==> config.mk <==
export PLATFORM = sky130hd
export DESIGN_NAME = pipe_stage_skid
export DESIGN_NICKNAME = d
export VERILOG_FILES = /design/src/rtl/pipe_stage_pkg.sv /design/src/rtl/pipe_sat_counter.sv /design/src/rtl/pipe_stage_skid.sv
export SDC_FILE = /design/constraint.sdc
export NUM_CORES = 1
export LEC_CHECK = 0
export CAP_MARGIN = 20
export CORE_MARGIN = 2
export CORE_UTILIZATION = 35
export DETAILED_ROUTE_END_ITERATION = 10
export MAX_ROUTING_LAYER = met4
export PLACE_DENSITY = 0.71
export SLEW_MARGIN = 20
export SYNTH_ARGS = -nofsm -noshare
export SYNTH_HDL_FRONTEND = slang
export SYNTH_SLANG_ARGS = --single-unit
export TNS_END_PERCENT = 20
==> constraint.sdc <==
create_clock -name clk -period 3.1 [get_ports clk]
set_input_delay 0.31 -clock clk [delete_from_list [all_inputs] [get_ports clk]]
set_output_delay 0.31 -clock clk [all_outputs]
set_load 0.03 [all_outputs]
==> src/rtl/pipe_stage_pkg.sv <==
// Purpose    : shared types and constants for the pipe_stage_skid block.
// Latency    : n/a (declarations only).
// Backpressure: n/a.
// Contents   : state_e (EMPTY/BUSY/FULL occupancy of the skid stage), PERF_CNT_W.
package pipe_stage_pkg;

   localparam int PERF_CNT_W = 32;

   // EMPTY: nothing held; BUSY: main register holds the entry shown downstream;
   // FULL: main and skid both hold entries, upstream is refused.
   typedef enum logic [1:0] {
      EMPTY = 2'd0,
      BUSY  = 2'd1,
      FULL  = 2'd2
   } state_e;

endpackage

==> src/rtl/pipe_sat_counter.sv <==
// Purpose    : W-bit up-counter that sticks at all-ones instead of wrapping.
// Latency    : count visible one cycle after the inc/clr/ld cycle.
// Backpressure: none; inc is sampled every cycle.
// Ports      : clk, rst_n (async active-low), clr (zero, highest priority),
//              ld/ld_val (load a value), inc (count up by one), cnt (current value).
module pipe_sat_counter
   import pipe_stage_pkg::*;
#(
   parameter int W = PERF_CNT_W
) (
   input  logic         clk,
   input  logic         rst_n,
   input  logic         clr,
   input  logic         inc,
   input  logic         ld,
   input  logic [W-1:0] ld_val,
   output logic [W-1:0] cnt
);

   logic [W-1:0] cnt_q;
   logic [W-1:0] cnt_d;

   always_comb begin
      cnt_d = cnt_q;
      if (clr) begin
         cnt_d = {W{1'b0}};
      end else if (ld) begin
         cnt_d = ld_val;
      end else if (inc && (cnt_q != {W{1'b1}})) begin
         cnt_d = cnt_q + {{(W-1){1'b0}}, 1'b1};
      end
   end

   always_ff @(posedge clk or negedge rst_n) begin
      if (!rst_n) begin
         cnt_q <= {W{1'b0}};
      end else begin
         cnt_q <= cnt_d;
      end
   end

   assign cnt = cnt_q;

endmodule

==> src/rtl/pipe_stage_skid.sv <==
// Purpose    : 2-entry skid-buffered pipeline register (main + skid) for WB-style entries.
// Latency    : 1 cycle from upstream transfer to dn_valid.
// Backpressure: up_ready is a flop (low only in FULL), so dn_ready never reaches up_ready combinationally.
// Ports      : clk, rst_n (async active-low), flush (sync kill of held entries),
//              up_valid/up_ready/up_ctrl/up_data/up_dest (upstream handshake + payload),
//              dn_valid/dn_ready/dn_ctrl/dn_data/dn_dest (downstream handshake + payload),
//              perf_clr, stall_cnt, bubble_cnt (performance counters).
// Option     : define PIPE_STAGE_SKID_PERF_EN to build the stall/bubble counters;
//              otherwise both counters read 0 and perf_clr is ignored.
module pipe_stage_skid
   import pipe_stage_pkg::*;
#(
   parameter int CTRL_W = 3,
   parameter int DATA_W = 32,
   parameter int NDATA  = 3,
   parameter int DEST_W = 5
) (
   input  logic                    clk,
   input  logic                    rst_n,
   input  logic                    flush,
   input  logic                    up_valid,
   output logic                    up_ready,
   input  logic [CTRL_W-1:0]       up_ctrl,
   input  logic [NDATA*DATA_W-1:0] up_data,
   input  logic [DEST_W-1:0]       up_dest,
   output logic                    dn_valid,
   input  logic                    dn_ready,
   output logic [CTRL_W-1:0]       dn_ctrl,
   output logic [NDATA*DATA_W-1:0] dn_data,
   output logic [DEST_W-1:0]       dn_dest,
   input  logic                    perf_clr,
   output logic [PERF_CNT_W-1:0]   stall_cnt,
   output logic [PERF_CNT_W-1:0]   bubble_cnt
);

   typedef struct packed {
      logic [CTRL_W-1:0]       ctrl;
      logic [NDATA*DATA_W-1:0] data;
      logic [DEST_W-1:0]       dest;
   } entry_t;

   state_e state_q, state_d;
   entry_t main_q,  main_d;
   entry_t skid_q,  skid_d;
   logic   up_ready_q, up_ready_d;
   logic   dn_valid_q, dn_valid_d;
   entry_t up_ent;

   assign up_ent = '{ctrl: up_ctrl, data: up_data, dest: up_dest};

   // up_ready_q is 1 in EMPTY and BUSY, so in those states up_valid alone
   // means an upstream transfer; in FULL nothing is accepted.
   always_comb begin
      state_d = state_q;
      main_d  = main_q;
      skid_d  = skid_q;
      if (flush) begin
         // Payload registers keep stale contents; dn_valid=0 masks them.
         state_d = EMPTY;
      end else begin
         case (state_q)
            EMPTY: begin
               if (up_valid) begin
                  main_d  = up_ent;
                  state_d = BUSY;
               end
            end
            BUSY: begin
               case ({up_valid, dn_ready})
                  2'b11: main_d = up_ent;
                  2'b01: state_d = EMPTY;
                  2'b10: begin
                     // Downstream stalled: park the new entry behind main.
                     skid_d  = up_ent;
                     state_d = FULL;
                  end
                  default: ;
               endcase
            end
            FULL: begin
               if (dn_ready) begin
                  main_d  = skid_q;
                  state_d = BUSY;
               end
            end
            default: state_d = EMPTY;
         endcase
      end
      up_ready_d = (state_d != FULL);
      dn_valid_d = (state_d != EMPTY);
   end

   always_ff @(posedge clk or negedge rst_n) begin
      if (!rst_n) begin
         state_q    <= EMPTY;
         main_q     <= '0;
         skid_q     <= '0;
         up_ready_q <= 1'b1;
         dn_valid_q <= 1'b0;
      end else begin
         state_q    <= state_d;
         main_q     <= main_d;
         skid_q     <= skid_d;
         up_ready_q <= up_ready_d;
         dn_valid_q <= dn_valid_d;
      end
   end

   assign up_ready = up_ready_q;
   assign dn_valid = dn_valid_q;
   // A bubble must never present a live reg_write, so ctrl is gated by valid.
   assign dn_ctrl  = dn_valid_q ? main_q.ctrl : {CTRL_W{1'b0}};
   assign dn_data  = main_q.data;
   assign dn_dest  = main_q.dest;

`ifdef PIPE_STAGE_SKID_PERF_EN
   pipe_sat_counter #(.W(PERF_CNT_W)) u_stall_cnt (
      .clk    (clk),
      .rst_n  (rst_n),
      .clr    (perf_clr),
      .inc    (dn_valid_q & ~dn_ready),
      .ld     (1'b0),
      .ld_val ({PERF_CNT_W{1'b0}}),
      .cnt    (stall_cnt)
   );

   pipe_sat_counter #(.W(PERF_CNT_W)) u_bubble_cnt (
      .clk    (clk),
      .rst_n  (rst_n),
      .clr    (perf_clr),
      .inc    (~dn_valid_q),
      .ld     (1'b0),
      .ld_val ({PERF_CNT_W{1'b0}}),
      .cnt    (bubble_cnt)
   );
`else
   logic unused_perf_clr;
   assign unused_perf_clr = perf_clr;
   assign stall_cnt       = {PERF_CNT_W{1'b0}};
   assign bubble_cnt      = {PERF_CNT_W{1'b0}};
`endif

endmodule

==> results of run 1 <==
[sequential cells by signal, summed over array words and instances (netlist names)]
signal / flops
dn_data: 96
dn_dest: 5
dn_valid: 1
main_q: 3
skid_q: 104
state_q: 2
up_ready: 1
[timing repair]
item / 4_1_cts / 5_1_grt
endpoints found under the hold margin: 79 / 0
endpoints found under the setup margin: 0 / 0
buffers inserted: 0 / 0
hold buffers: 1 / 0
[cells in the mapped netlist (2+ instances only)]
cell type,number,area [µm²]
buf_6,14,158
mux2_4,115,1730
buf_2,14,70.1
nor4bb_1,2,20.0
and2_1,3,18.8
dfrtp_1,211,5280
inv_1,2,7.51
ha_1,2,25.0
mux2_2,197,2220
buf_4,171,1280
[path summary, 6_finish.rpt]
check / from / endpoint / slack [ps]
max in group asynchronous: rst_n / up_ready$_DFF_PN1_ / 1870
hold / removal: rst_n / dn_data[51]$_DFFE_PN0P_ / 410
hold reg to reg: skid_q[80]$_DFFE_PN0P_ / skid_q[80]$_DFFE_PN0P_ / 500
setup / recovery: state_q[0]$_DFF_PN0_ / dn_data[35]$_DFFE_PN0P_ / 910
setup reg to reg: state_q[0]$_DFF_PN0_ / dn_data[35]$_DFFE_PN0P_ / 910
min in group clk: up_data[71] / skid_q[76]$_DFFE_PN0P_ / 440
[stage by stage]
step	setup WS, ps	area (µm²)	hold WS (ps)	cells
final	907	13300	406	1274
after global routing	761	13300	418	1274
after CTS	857	13300	399	1272
after detailed placement	705	12500	378	1229
after global placement	736	12500	375	1229
after floorplan	1370	11200	14.4	807
[power by group]
part	internal, mW	total, mW	switching [mW]
logic	1.37	2.59	1.22
clock network	1.62	2.73	1.11
registers	3.47	3.83	0.358
total	6.45	9.15	2.70
[kinds of logic after synthesis]
logic type | Yosys count | share of synthesized area
other | 1 | 0.000343
AOI/OAI and AO/OA | 4 | 0.00378
adders and majority gates | 2 | 0.00229
buffers and inverters | 202 | 0.139
muxes | 313 | 0.362
DFF | 212 | 0.486
and+or+nand+nor | 10 | 0.00687
[layout make-up]
type | count | area share
well taps | 396 | 0.0374
repair buffers | 227 | 0.176
clock buffers | 39 | 0.0556
inverters | 2 | 0.000566
diodes | 2 | 0.000377
flip-flops and latches | 212 | 0.400
multi-input cells | 393 | 0.329
clock inverters | 3 | 0.00141
[per-layer routing]
| layer | vias up | GRT usage | wire length [µm] |
|---|---|---|---|
| met5 | - | - | 0 |
| met4 | 0 | 0.0326 | 465 |
| met3 | 29 | 0.0429 | 1590 |
| met2 | 164 | 0.207 | 9950 |
| met1 | 2836 | 0.162 | 9100 |
| li1 | 2577 | - | - |
==> impl_results.md, run 1 <==
- Initial Util: 0.356
- Area of the core: 30700 µm²
- Antenna-violating nets left: 0
- Fillers: 2771
- Vias in the first global route: 5968
- Via-to-Cell Ratio: 4.40
- Setup Skew: 9.28 ps
- Total Routing Usage GR: 0.131
- Max FO, Critical Path: 30
- Critical-path top delay cell: nand2b_4
- # port buffers: 214
- Row count: 64
- Worst R2R Path Depth: 4
- DP Wirelength: 13600 µm
- Headroom to the max-slew limit: 0.555
- CP Buf/Inv Count: 1
- Clock Latency Late Sink: 510 ps
- Clock tree buffer depth: 3
- Register Area: 5310 µm²
- Slowest stage delay, CP: 610 ps
- RSZ-0062 raised after global routing: no
- Critical Path Source Type: flop
- Crit end category: flop
- Setup Viol. Count Final: 0
- CTS tree: done
- Setup_tns: 0 ps
- Die height: 181 µm
- Total CTS buffers: 25
- Core Util, Final: 0.433
- Number of antenna violations at the first check in global routing: 2
- Yosys warning count: 0
- Layout net count: 973
- Async SR Flop Fraction: 1.00
- Max Cap Violations: 0
- Syn Inst Count: 744
- Sequential-to-total area share from yosys stat: 0.486
- Pwr/cell area: 690 nW/µm²
- CP cell instances: nand2b_4 > buf_4 > mux2_4 > mux2_2
- H-tree depth: 1
- Cell variety after synth: 23
- Peak supply drop: 0.000438 V
- Post-cts resize count: 0
- Worst-Margin Slew: 667 ps
- Clock root cell: clkbuf_16
- Crit path depth: 4
- Full die area: 32700 µm²
- Area growth syn-to-layout: 21.4%
- Commonest non-fill, non-tap cells in the layout: clkdlybuf4s50_1, dfrtp_1, mux2_2
- Worst EP required: 3490 ps
- Fin crit period: 2190 ps
- DR vias: 5606
- Clock sinks: 212
- Kind of critical path: reg2reg
- F_max: 456 MHz
- Share of post-route cells with drive strength above 1: 0.414
- Number of remaining DRC errors: 0
- Leak: 5.92 nW
- Starting DRT DRC Count: 116
- Routed WL per cell: 16.6 µm
- Hold Crit Class: in2async
- Drt first pass iters: 3
- Area of the multi-input gates: 4360 µm²
- EDFF count, synth: 0
- Worst-path clk slew: 60 ps
- Commonest non-fill, non-tap cell in the layout: clkdlybuf4s50_1
- First-pass GRT wire length: 33700 µm
- Synthesized area per cell: 14.7 µm²
- Routed WL: 21100 µm
- Overall Power: 9.15 mW
- Flops & latches, synth: 212
- Ys flop type: dfrtp_1
- Pin count of the biggest net entering global routing: 83
- Endpoints failing hold: 0
- GRT Residual Overflow: 0
- Die Wd: 181 µm
- Final Max Tran Viols: 0
- # IOs: 280
- CP top delay family: simple AND/OR/NAND/NOR gates
- Fin crit share: 0.707
- Status: complete, no violations
- Final GP Congestion: 0.717
- Post-Syn Area: 10900 µm²
- Critical Path AT: 2580 ps
(Power assumes the default switching activity.)
==> run 2, diff against run 1 <==
--- a/config.mk
+++ b/config.mk
@@ -10,7 +10,7 @@
 export CORE_UTILIZATION = 35
 export DETAILED_ROUTE_END_ITERATION = 10
 export MAX_ROUTING_LAYER = met4
-export PLACE_DENSITY = 0.71
+export PLACE_DENSITY = 0.74
 export SLEW_MARGIN = 20
 export SYNTH_ARGS = -nofsm -noshare
 export SYNTH_HDL_FRONTEND = slang
==> constraint.sdc (replaced) <==
create_clock -name clk -period 1.8 [get_ports clk]
set_input_delay 0.18 -clock clk [delete_from_list [all_inputs] [get_ports clk]]
set_output_delay 0.18 -clock clk [all_outputs]
set_load 0.03 [all_outputs]
==> run 2 against run 1 <==
The run now ends with setup timing left; first-iteration DRC count is 73% higher; cell count is 3.7% higher; sequential share of layout area shrank 2.6 points; sequential power rose by 74%; worst hold slack got worse by 150 ps; power grew 81%; clock-buffer cell count fell by 2; critical path type unchanged.
==> impl_results.md, run 2 (synthesized netlist as in run 1, its figures left out) <==
- Status: finished with violations
- Failing checks: setup timing
- # port buffers: 214
- DP Wirelength: 14700 µm
- DR vias: 5893
- Worst-path clk slew: 60 ps
- Final GP Congestion: 0.744
- Setup Viol. Count Final: 24
- Commonest non-fill, non-tap cells in the layout: dfrtp_1, clkdlybuf4s50_1, mux2_4
- Final WS setup: -17.1 ps
- H-tree depth: 1
- Largest register FFs: 104
- Commonest non-fill, non-tap cell in the layout: dfrtp_1
- First-pass GRT wire length: 33500 µm
- Pwr/cell area: 1170 nW/µm²
- Fin crit share: 1.01
- Sw power: 4.81 mW
- Routed WL: 22800 µm
- CP cell instances: buf_6 > nor4bb_4 > buf_4 > buf_12 > buf_8 > mux2_2
- Clock root cell: clkbuf_16
- Die Wd: 181 µm
- Critical Path AT: 2220 ps
- Critical-path top delay cell: dfrtp_2
- Routed WL per cell: 17.2 µm
- Clock Latency Late Sink: 520 ps
- Pint: 11.7 mW
- Worst EP required: 2210 ps
- Leak: 6.59 nW
- Die height: 181 µm
- Fin crit period: 1820 ps
- Critical Path Source Type: flop
- Max Cap Violations: 0
- Clock share of power: 0.312
- Vias in the first global route: 6109
- RSZ-0062 raised after global routing: yes
- Pre-CTS WS: -393 ps
- Final instance area: 14200 µm²
- Switching share of total power: 0.291
- Initial Util: 0.356
- Setup_tns: -144 ps
- Pin count of the biggest net entering global routing: 80
- Final Max Tran Viols: 0
- F_max: 550 MHz
- Seq pwr share: 0.402
- Drt first pass iters: 4
- Fillers: 2683
- GRT Residual Overflow: 0
- Combinational Power Share: 0.287
- # IOs: 280
- CP top delay family: buffers and inverters
- Total CTS buffers: 25
- Crit end category: flop
- Setup Skew: 8.33 ps
- Area of the core: 30700 µm²
- Total Routing Usage GR: 0.130
- Largest Register: skid_q
- Number of remaining DRC errors: 0
- Peak supply drop: 0.000731 V
- Share of post-route cells with drive strength above 1: 0.447
- Endpoints failing hold: 0
- Core Util, Final: 0.463
- Hold_ws: 251 ps
- CTS tree: done
- Number of antenna violations at the first check in global routing: 2
- Antenna-violating nets left: 0
- Kind of critical path: reg2reg
- Starting DRT DRC Count: 201
- Full die area: 32700 µm²
- Placed instance area: 12900 µm²
- Max FO, Critical Path: 6
- Clock tree buffer depth: 3
- CP Buf/Inv Count: 4
- Slowest stage delay, CP: 440 ps
- Row count: 64
- Layout net count: 1018
- Area growth syn-to-layout: 30.0%
- Via-to-Cell Ratio: 4.46
- Hold Crit Class: in2async
- Clock sinks: 212
==> run 2: what timing repair did <==
item,CTS,global route
pin swaps,0,1
setup buffers,0,9
setup endpoints to repair,51,215
gates cloned,0,6
resized for setup,13,77
hold buffers,1,0
endpoints found under the hold margin,211,0
==> run 2: power by group through the flow <==
stage / sequential, mW / clock [mW] / combinational (mW)
3_5_place_dp: 6.70 / 0 / 4.59
4_1_cts: 6.63 / 5.33 / 4.58
2_1_floorplan: 6.48 / 0 / 3.73
6_report: 6.65 / 5.16 / 4.74
3_3_place_gp: 6.65 / 0 / 4.49
5_1_grt: 6.81 / 5.50 / 5.00
==> run 2: worst paths after layout <==
path / startpoint / to / slack, ps / depth (start not counted)
min reg2reg: skid_q[81]$_DFFE_PN0P_ / skid_q[81]$_DFFE_PN0P_ / 500 / 1
min in group clk: up_data[79] / skid_q[84]$_DFFE_PN0P_ / 290 / 2
max: state_q[1]$_DFF_PN0_ / skid_q[19]$_DFFE_PN0P_ / -20 / 6
max in group asynchronous: rst_n / state_q[1]$_DFF_PN0_ / 1120 / 3
max reg2reg: state_q[1]$_DFF_PN0_ / skid_q[19]$_DFFE_PN0P_ / -20 / 6
min: rst_n / dn_data[57]$_DFFE_PN0P_ / 250 / 3
==> run 2: worst reg2reg max path, cell delays in order, from the launching register on <==
cell,delay (ps)
dfrtp_2,440
buf_6,130
nor4bb_4,350
buf_4,180
buf_12,130
buf_8,150
mux2_2,330
==> run 2: stage by stage <==
| stage | power [mW] | std cells |
|---|---|---|
| 6_report | 16.6 | 1321 |
| 5_1_grt | 17.3 | 1321 |
| 2_1_floorplan | 10.2 | 807 |
| 4_1_cts | 16.5 | 1304 |
| 3_5_place_dp | 11.3 | 1259 |
| 3_3_place_gp | 11.1 | 1259 |
==> run 2: cell type report <==
type                            count  area (µm²)  area share
Timing Repair Buffer              272        3030       0.213
Sequential cell                   212        5310       0.374
Clock buffer                       37         721      0.0507
Tap cell                          396         495      0.0349
Multi-Input combinational cell    393        4520       0.318
Clock inverter                      7         116     0.00819
Antenna cell                        2        5.00    0.000352
Inverter                            2        7.51    0.000528
==> run 2: metal layers <==
| layer | GRT usage | wire length [µm] | part of all wire |
|---|---|---|---|
| met5 | - | 0 | 0 |
| met4 | 0.0313 | 507 | 0.022 |
| met3 | 0.0365 | 1450 | 0.064 |
| met2 | 0.210 | 10800 | 0.48 |
| met1 | 0.161 | 9970 | 0.44 |
==> RTL change 1 (config.mk and constraints of run 2) <==
Build with the macro `PIPE_STAGE_SKID_PERF_EN` defined.
--- a/src/rtl/pipe_stage_skid.sv
+++ b/src/rtl/pipe_stage_skid.sv
@@ -8,4 +8,6 @@
 // Option     : define PIPE_STAGE_SKID_PERF_EN to build the stall/bubble counters;
 //              otherwise both counters read 0 and perf_clr is ignored.
+`define PIPE_STAGE_SKID_PERF_EN
+
 module pipe_stage_skid
    import pipe_stage_pkg::*;
Function: changed (a bounded check fails within 4 cycles, from zero or initial values and one cycle with rst_n low).
==> RTL change 1 against run 2 <==
The flow still finishes with violations (setup timing). Via count up 80%. Sequential cell count rose by 64. Total power is 9.5% higher. Synthesized cell count increased by 61%. Global-route usage increased by 5.6 points. Worst hold slack worse by 0.077 ns. Sequential power rose by 19%. Worst setup slack got worse by 0.23 ns. Wire length rose by 64%. Fmax shrank 11%. Final area up 31%. Sequential share of layout area decreased by 0.064 points. Synthesized area up 21%.
==> RTL change 1: results (changes against run 2) <==
Placed design
  • Worst slack, placed: -0.330 ns (+0.0628 ns)
  • Dpl cells: 1964 (+56%)
  • Final HPWL DP: 24200 um (+65%)
  • Area after DPL: 0.0171 mm2 (+33%)
  • Final GP Congestion: 0.880 (+18%)
  • Port-buffer cells: 279 (+30%)

Worst setup path
  • CP max FO: 7 (+1)
  • CP delay by family, top: simple AND/OR/NAND/NOR gates
  • Data arrival, critical path: 2.50 ns (+0.28 ns)
  • Crit path largest cell delay: 0.63 ns (+0.19 ns)
  • Critical-path top delay cell: nor4_4

Outcome
  • Result of the run: finished with violations
  • Failing checks: setup timing

Synthesis
  • Post-synth ARST share: 100% (unchanged)
  • Top_reg_cell synth: dfrtp_1
  • Synth top cells by count: 275 x dfrtp_1, 221 x o21ai_0, 106 x mux2_2, 106 x mux2i_1, 102 x buf_4
  • Unique masters post-synth: 47 (+100%)
  • Top post-synthesis cells by area: dfrtp_1 52%, mux2_2 9.0%, o21ai_0 8.3%
  • Syn_area_per_cell: 11.1 um2 (-25%)
  • Post-synth net total: 1313
  • Sequential area share after synthesis: 52.0% (+3.5 points)
  • Synth warn: 0 (unchanged)

Power and ir drop
  • Seq pwr: 0.00793 W (+19%)
  • Leakage power: 9.06 nW (+38%)
  • Clk pwr: 0.00650 W (+26%)
  • VDD IR-drop max: 824 uV (+13%)
  • Sw power: 0.00522 W (+8.4%)
  • Cell Pwr Density: 972 mW/mm2 (-17%)

Cells and area
  • Non-Filler Instances: 2052 (+55%)
  • Fin nets: 1629 (+60%)
  • Fillers: 3357 (+25%)
  • Max reg flops: 104 (unchanged)
  • Share of cells above drive strength 1: 30.3% (-14 points)

Clock network
  • Hold_buf cts: 2 (+1)
  • Clock transition at the registers of the reported paths: 0.06 ns (about the same)
  • CTS max path bufs: 3 (unchanged)
  • Clk_lat worst skew: 0.57 ns (+0.05 ns)
  • H-tree levels: 1 (unchanged)
  • CTS Buf Count: 31 (+24%)
  • Number of setup buffers added after CTS: 2 (+2)
  • PostCTS Resize Cnt: 189 (+176)

STA
  • Setup Skew: 0.0141 ns (+0.00575 ns)
  • Final worst setup slack: -0.248 ns (-0.231 ns)
  • Setup TNS: -6.96 ns (-6.81 ns)
  • Final setup violation count: 53 (+120%)
  • Worst Tran Pin Value: 0.782 ns

Routing
  • DR iter-0 viols: 470 (+130%)
  • Drt via density: 5.16 (+16%)
  • Final WL: 37400 um (+64%)
  • DRT Pass-1 Iters: 5 (+1)

Global routing
  • First-pass GRT wire length: 57000 um (+70%)
  • Pin count of the biggest net entering global routing: 67 (-16%)
  • Antenna violations before repair: 1 (-1)
  • Total GRT Usage: 18.6% (+5.6 points)
  • Total gr overflow: 0 (unchanged)
  • Vias in the first global route: 10901 (+78%)

Min path
  • Hold Path Class: input port to async pin
RTL change 1: cell count changes in the layout (fill, tap and decap cells not counted), sizes merged, moves of 75 or more:
cell and change:
clkdlybuf4s50 -75, o21ai +230, dlygate4sd2 +126, mux2i +105
mux2 -200, buf +132
RTL change 1: cells by family (layout without fill, tap and decap cells):
logic type / Yosys count / in the layout / synth area share (%)
XOR/XNOR: 20 / 20 / 1.32
AO/OA/AOI/OAI: 293 / 296 / 11.7
buffers and inverters: 190 / 527 / 8.41
adder cells (fa/ha/maj): 4 / 4 / 0.377
AND/OR/NAND/NOR: 198 / 199 / 8.72
flip-flops: 276 / 276 / 52.0
other: 0 / 1 / 0
multiplexers: 218 / 218 / 17.5
RTL change 1: area by class of cell:
type | count | area, um2 | area share [%]
tap | 511 | 639 | 3.43
clock inverter | 9 | 149 | 0.798
clock buffer | 49 | 893 | 4.79
sequential | 276 | 6960 | 37.3
timing repair buffer | 459 | 4220 | 22.6
multi-input combinational | 737 | 5750 | 30.8
antenna | 1 | 2.50 | 0.0134
inverter | 10 | 37.5 | 0.201
RTL change 1: worst paths after layout:
kind,slack [ns],cells after the start,startpoint,end
setup / recovery,-0.25,5,u_stall_cnt.cnt[16],u_stall_cnt.cnt[31]
hold / removal,0.17,2,rst_n,dn_data[40]
setup reg to reg,-0.25,5,u_stall_cnt.cnt[16],u_stall_cnt.cnt[31]
hold reg to reg,0.50,2,dn_data[29],dn_data[29]
max in group asynchronous,0.92,3,rst_n,dn_dest[3]
min in group clk,0.20,2,perf_clr,u_bubble_cnt.cnt[11]
RTL change 1: metal layers:
metal	routed length [um]	part of all wire, %	track usage [%]	up-vias
li1	-	-	-	4858
met2	17900	48	29.8	341
met5	0	0	-	-
met3	3020	8.1	5.85	63
met4	941	2.5	5.09	0
met1	15600	42	22.7	5331
==> RTL change 2 (settings of run 2) <==
Without the edit above. Reset style: synchronous (`rst_n`), changed in one clocked block. Comments in the files are not updated.
--- a/src/rtl/pipe_stage_skid.sv
+++ b/src/rtl/pipe_stage_skid.sv
@@ -91,5 +91,5 @@
    end
 
-   always_ff @(posedge clk or negedge rst_n) begin
+   always_ff @(posedge clk) begin
       if (!rst_n) begin
          state_q    <= EMPTY;
Behaviour: not the same (Yosys sat finds a counterexample within 4 cycles, from zero or initial values and one cycle with rst_n low; the reset may be asserted at any time).
==> RTL change 2 against run 2 <==
Critical path depth is 5 lower. Wire length is 22% higher. Worst setup slack better by 0.070 ns. Final cell count is 23% higher. Synthesized area is 4.7% lower. Sequential cell count stayed put. Final area is 7.2% lower. Highest routed layer unchanged. First-iteration DRC count grew to 2.8 times the old value. Core utilization is 1.6 points lower. Critical endpoint is now dn_data[42].
Power is not compared: it rests on default switching activity, and its combinational part moved more than twofold at a synthesized area within 25%.
==> RTL change 2: results (changes against run 2) <==
STA
  • Setup Skew: 0.00718 ns (-0.00115 ns)

Outcome
  • Result of the run: completed

Synthesis
  • Post-synth ARST share: 0% (-100 points)
  • Top_reg_cell synth: dfxtp_1
  • Unique masters post-synth: 28 (+22%)
  • Top post-synthesis cells by area: dfxtp_1 41%, buf_4 12%, a211oi_1 11%
  • Cell count after synthesis: 1132 (+52%)
  • Sequential area share after synthesis: 40.8% (-7.8 points)
  • Synth top cells by count: 212 x dfxtp_1, 208 x nand2_1, 169 x buf_4

Placed design
  • Worst slack, placed: -0.167 ns (+0.226 ns)
  • Final GP Congestion: 0.823 (+11%)

Cells and area
  • Share of cells above drive strength 1: 12.8% (-32 points)
  • Fin nets: 1330 (+31%)
  • ANT cells: 0 (-2)
  • Non-Filler Instances: 1621 (+23%)
  • Fillers: 2758 (+2.8%)

Worst setup path
  • Worst setup path start: dn_data[42]
  • CP max FO: 2 (-4)

Routing
  • Drt via density: 5.04 (+13%)
  • Routed length per instance: 17.1 um (-0.71%)
  • DR iter-0 viols: 560 (+180%)

Global routing
  • Vias in the first global route: 8009 (+31%)
  • Pin count of the biggest net entering global routing: 78 (-2.5%)
  • Antenna violations before repair: 0 (-2)

Clock network
  • PostCTS Resize Cnt: 7 (-6)
  • CTS Buf Count: 24 (-4.0%)

Min path
  • Hold Path Class: input port to flop
RTL change 2: changes by cell type after synthesis, sizes merged, moves of 2 or more:
| cell | delta |
|---|---|
| mux2 | -311 |
| dfxtp | +212 |
| dfrtp | -211 |
| a211oi | +209 |
| nand2 | +208 |
| a21oi | +105 |
| mux2i | +103 |
| clkbuf | +58 |
| buf | +12 |
| nand2b | +2 |
RTL change 2: worst paths after layout:
check	to	slack, ns
setup / recovery	dn_data[42]	0.05
hold / removal	skid_q[65]	0.24
setup reg to reg	dn_data[92]	0.14
hold reg to reg	skid_q[66]	0.45
RTL change 2: cells by family (layout without fill, tap and decap cells):
logic type      after synthesis  after routing  synth area share (%)
buf+inv                     272            308                  17.0
flops                       212            212                  40.8
compound gates              318            318                  23.3
fa+ha+maj                     2              2                 0.240
mux                         105            105                  10.1
simple gates                222            222                  8.49
other cells                   1             64                0.0360
RTL change 2: routing by layer:
| layer | GRT usage [%] | up-vias | share of wire [%] |
|---|---|---|---|
| li1 | - | 3939 | - |
| met5 | - | - | 0 |
| met2 | 28.5 | 242 | 47 |
| met1 | 22.1 | 3943 | 44 |
| met4 | 5.51 | 0 | 2.5 |
| met3 | 4.13 | 50 | 7.1 |
RTL change 2: final cells by class:
class	instances	area (um2)	share of cell area [%]
clock buffer	34	699	5.31
sequential	212	4250	32.2
inverter	2	15.0	0.114
multi-input combinational	711	4690	35.6
clock inverter	5	75.1	0.569
tap	390	488	3.70
timing repair buffer	267	2970	22.5
RTL change 2: power by group through the flow:
stage	Clock [W]	Sequential, W	Combinational, W
after floorplan	0	0.00507	0.00155
after global placement	0	0.00510	0.00204
after detailed placement	0	0.00510	0.00206
after CTS	0.00502	0.00500	0.00206
after global routing	0.00523	0.00502	0.00218
final	0.00488	0.00500	0.00205
